### src/rtl/seg7.sv
`default_nettype none
// ============================================================================
// Module      : seg7
// Description : Registered seven-segment decoder for one HEX digit.
//               Decodes a 4-bit value into an active-low segment pattern.
//               The pattern is registered, so the digit is glitch-free and
//               appears exactly one clock after the value is sampled.
// Ports       : clk   - system clock, rising edge
//               reset - synchronous, active-high; blanks the digit
//               bcd   - value to display, 0..15
//               leds  - segments {g,f,e,d,c,b,a}, active-low (0 = lit)
// Options     : SEG7_HEX_EN - when defined, codes 10..15 show A,b,C,d,E,F;
//               otherwise they show blank.
// Revision    : 1.0 - initial release
// ============================================================================
module seg7 (
  input  logic       clk,
  input  logic       reset,
  input  logic [3:0] bcd,
  output logic [6:0] leds
);

  localparam logic [6:0] C_BLANK = 7'b1111111;

  logic [6:0] w_seg;
  logic [6:0] r_leds;

  // Full decode: the default keeps every code covered, so no latch and no X.
  always_comb begin
    w_seg = C_BLANK;
    case (bcd)
      4'd0:    w_seg = 7'b1000000;
      4'd1:    w_seg = 7'b1111001;
      4'd2:    w_seg = 7'b0100100;
      4'd3:    w_seg = 7'b0110000;
      4'd4:    w_seg = 7'b0011001;
      4'd5:    w_seg = 7'b0010010;
      4'd6:    w_seg = 7'b0000010;
      4'd7:    w_seg = 7'b1111000;
      4'd8:    w_seg = 7'b0000000;
      4'd9:    w_seg = 7'b0010000;
`ifdef SEG7_HEX_EN
      4'd10:   w_seg = 7'b0001000;
      4'd11:   w_seg = 7'b0000011;
      4'd12:   w_seg = 7'b1000110;
      4'd13:   w_seg = 7'b0100001;
      4'd14:   w_seg = 7'b0000110;
      4'd15:   w_seg = 7'b0001110;
`else
      // Codes 10..15 fall through to blank in the decimal-only build.
`endif
      default: w_seg = C_BLANK;
    endcase
  end

  always_ff @(posedge clk) begin
    if (reset) begin
      r_leds <= C_BLANK;
    end else begin
      r_leds <= w_seg;
    end
  end

  assign leds = r_leds;

endmodule
`default_nettype wire

### config.mk
export PLATFORM = sky130hd
export DESIGN_NAME = seg7
export DESIGN_NICKNAME = d
export VERILOG_FILES = /design/src/rtl/seg7.sv
export SDC_FILE = /design/constraint.sdc
export NUM_CORES = 1
export LEC_CHECK = 0
export ABC_CLOCK_PERIOD_IN_PS = 1200
export BUFFER_PORTS_ARGS = -buffer_cell sky130_fd_sc_hd__buf_2
export CORE_AREA = 2 2 39 41
export CTS_CLUSTER_SIZE = 40
export DETAILED_ROUTE_END_ITERATION = 6
export DIE_AREA = 0 0 41 43
export PLACE_DENSITY = 0.6
export SLEW_MARGIN = 20
export SYNTH_ARGS = -nofsm -noshare
export SYNTH_HDL_FRONTEND = slang
export SYNTH_SLANG_ARGS = --single-unit
### constraint.sdc
create_clock -name clk -period 1.2 [get_ports clk]
set_input_delay 0.12 -clock clk [delete_from_list [all_inputs] [get_ports clk]]
set_output_delay 0.12 -clock clk [all_outputs]
set_load 0.02 [all_outputs]
# Word-level counts from Yosys, hierarchy flattened
# Memories as Yosys holds them, arrays and structs flattened. A register that Yosys moved wholly into a read port is not among the register bits.
# Cells that the tools add are included.
# word_totals
regBits	0
rom_bits	112
inputBits	6
out_inout_bits	7
wordCells	1
memories	1
# mem_list
memory	words	word_bits	read_ports	rd_ports_with_merged_regs	wr	line	source
(name not given)	16	7	1	1	0	31	case (bcd)

# Longest topological paths before layout
# logic_depth
word_depth	0
ltp_mapped	5
depth_no_buf	5

# Least setup slack after synthesis
# Ideal clock, no wire load.
# synth_timing
path_type	input to register
from	input port bcd[0]
to	register r_leds[2], in the netlist leds[2]
setup_ns	0.117
arrival_time_ns	0.691
required_time_ns	1.083
path_slack_ns	0.392
stages	5
path_buffers	0
cell_sequence	inv_1 -> ha_1 -> nor2b_1 -> o22ai_1 -> nand2b_1
# synth_rtl
element	line	source
from (decl)	19	input logic [3:0] bcd,
to (decl)	26	logic [6:0] r_leds;

# Worst setup path in the final report
# layout_timing
from	register r_leds[0], in the netlist leds[0]
to	output port leds[0]
# layout_rtl
element	line	source
to (decl)	20	output logic [6:0] leds
# No word-level cell between the ends.

==> impl_metrics.ini <==
[final_layout]
n_antenna_cell = 0
drive_gt1_frac = 0.345
design_area_um2 = 478
area.sequential_um2 = 140
multi_input_area_um2 = 220
syn_to_final_growth_pct = 24.8
largest_reg_flops = 7
num-fill-cells = 150
nets = 67

[sta]
rsz0062_at_grt = no
slew_headroom = 0.823
fin_crit_ps = 833
setup-violations-final = 0
hold_viol = 0
tightestPinTransition_ps = 265
period_share = 0.694
finalMaxSlewViolations = 0
tns_ps = 0
fmax_mhz = 1200
fin_ws_ps = 367

[placed_design]
io_buffer_count = 12
dp_hpwl_um = 564
dp_slack_ps = 210
dpl-instance-area_um2 = 452
place_congestion = 0.741

[global_route]
grt.total_usage = 0.0952
grt_pass1_wl_um = 1130
grt_pass1_vias = 268
grt_max_degree = 12
overflow = 0
antenna_found_initial = 0

[floorplan]
core_mm2 = 0.00138
floorplan.die_area_mm2 = 0.00176
die_y_um = 43
start_util = 0.277
ios = 13
die_x_um = 41
fp-row-count = 14

[synthesis]
synth_largest_area_cell = dfxtp_1
synth-seq-cells = 7
synth.area.top_cells = dfxtp_1 37%, ha_1 16%, a21oi_1 7.8%, nand2b_4 7.2%, o21ai_0 5.2%
synth_top_area_share = 0.366
ys_seq_area_frac = 0.366
synth_most_common_cell = dfxtp_1
synthFlopType = dfxtp_1
ys_types = 17
synth_cells = 40
synth_area_um2 = 383
syn_nets = 51
syn_area_per_cell_um2 = 9.57
async_flop_share = 0
yosysWarnings = 0
synth_edf_count = 0
synthTopCellsByCount = 7 x dfxtp_1, 6 x a21oi_1, 5 x ha_1

[worst_setup_path]
path_max_fanout = 1
crit_arrival_ps = 710
cp_slowest_stage_delay_ps = 310
critPathBufInv = 1
critical-path-top-delay-family = flip-flops
cp-start-kind = flip-flop
slowest_stage = dfxtp_1
crit_required_ps = 1080
cp-end-kind = primary output
crit_type = flip-flop to primary output
crit_chain = buf_2

[min_path]
hp-class = primary input to flip-flop

[detailed_routing]
drc = 0
wl_um = 690
drtPass1Iterations = 3
wl_per_cell_um = 9.72
ant_nets = 0
vias = 315
via_per_inst = 4.44
drt-initial-drc-count = 3

[clock_tree]
cts_sinks = 7
hold_buffers = 0
cts-htree-levels = 1
cts_tree = built
cts.clk_slew.worst_paths_ps = 50
cts_buffers = 3
cts_buffer_depth = 2
post_cts_resized = 0
root_buffer = clkbuf_4
post_cts_buffers = 0

[flow_run]
drv_cap = 0

[power]
ir_drop_v = 0.000272
p_per_area_mw_per_mm2 = 1210
p_leak_nw = 0.221

[status]
status = finished, final reports clean
cell type report:
| type | count | share of cell area |
|---|---|---|
| timing repair buffer | 12 | 0.126 |
| tap | 16 | 0.0419 |
| inverter | 3 | 0.0236 |
| clock buffer | 4 | 0.0550 |
| multi-input combinational | 29 | 0.461 |
| sequential | 7 | 0.293 |
per-layer routing:
layer | track usage | part of all wire | up-vias
li1 | - | - | 163
met2 | 0.122 | 0.43 | 10
met4 | 0.0600 | 0.020 | 0
met5 | 0 | 0 | -
met3 | 0.0314 | 0.052 | 2
met1 | 0.131 | 0.50 | 140
cell families (layout without fill, tap and decap cells):
family / count (synthesis) / count (layout) / share of synthesized area
compound gates: 12 / 12 / 0.167
xor+xnor: 1 / 1 / 0.0229
fa+ha+maj: 5 / 5 / 0.163
buf+inv: 4 / 19 / 0.0588
flops: 7 / 7 / 0.366
simple gates: 11 / 11 / 0.222
through the flow:
| step | power (mW) | hold WS [ps] | cells | utilization |
|---|---|---|---|---|
| 6_report | 0.577 | 183 | 71 | 0.345 |
| 5_1_grt | 0.612 | 199 | 71 | 0.345 |
| 4_1_cts | 0.584 | 176 | 71 | 0.345 |
| 3_5_place_dp | 0.372 | 431 | 67 | 0.326 |
| 3_3_place_gp | 0.371 | 434 | 67 | 0.326 |
| 2_1_floorplan | 0.333 | 220 | 40 | - |
path summary, 6_finish.rpt:
| kind | from | cells after the start | endpoint |
|---|---|---|---|
| min | reset | 2 | leds[2] |
| max | leds[0] | 1 | leds[0] |
layout by cell type (no fill, tap or decap), drive strengths merged:
master  count
buf        12
nor2b       1
o22ai       1
inv         3
o21ai       4
nand2b      4
nor3        2
o21bai      1
nand2       1
xor2        1
a21oi       6
nor2        2
dfxtp       7
clkbuf      4
nor3b       1
ha          5
where the power goes:
| part | leakage, nW | switching (mW) | total [mW] | internal, mW |
|---|---|---|---|---|
| clock network | 0.0150 | 0.0838 | 0.211 | 0.127 |
| registers | 0.0583 | 0.00330 | 0.253 | 0.250 |
| logic | 0.148 | 0.0698 | 0.114 | 0.0438 |
Note: power is estimated with default switching activity, not from simulation.
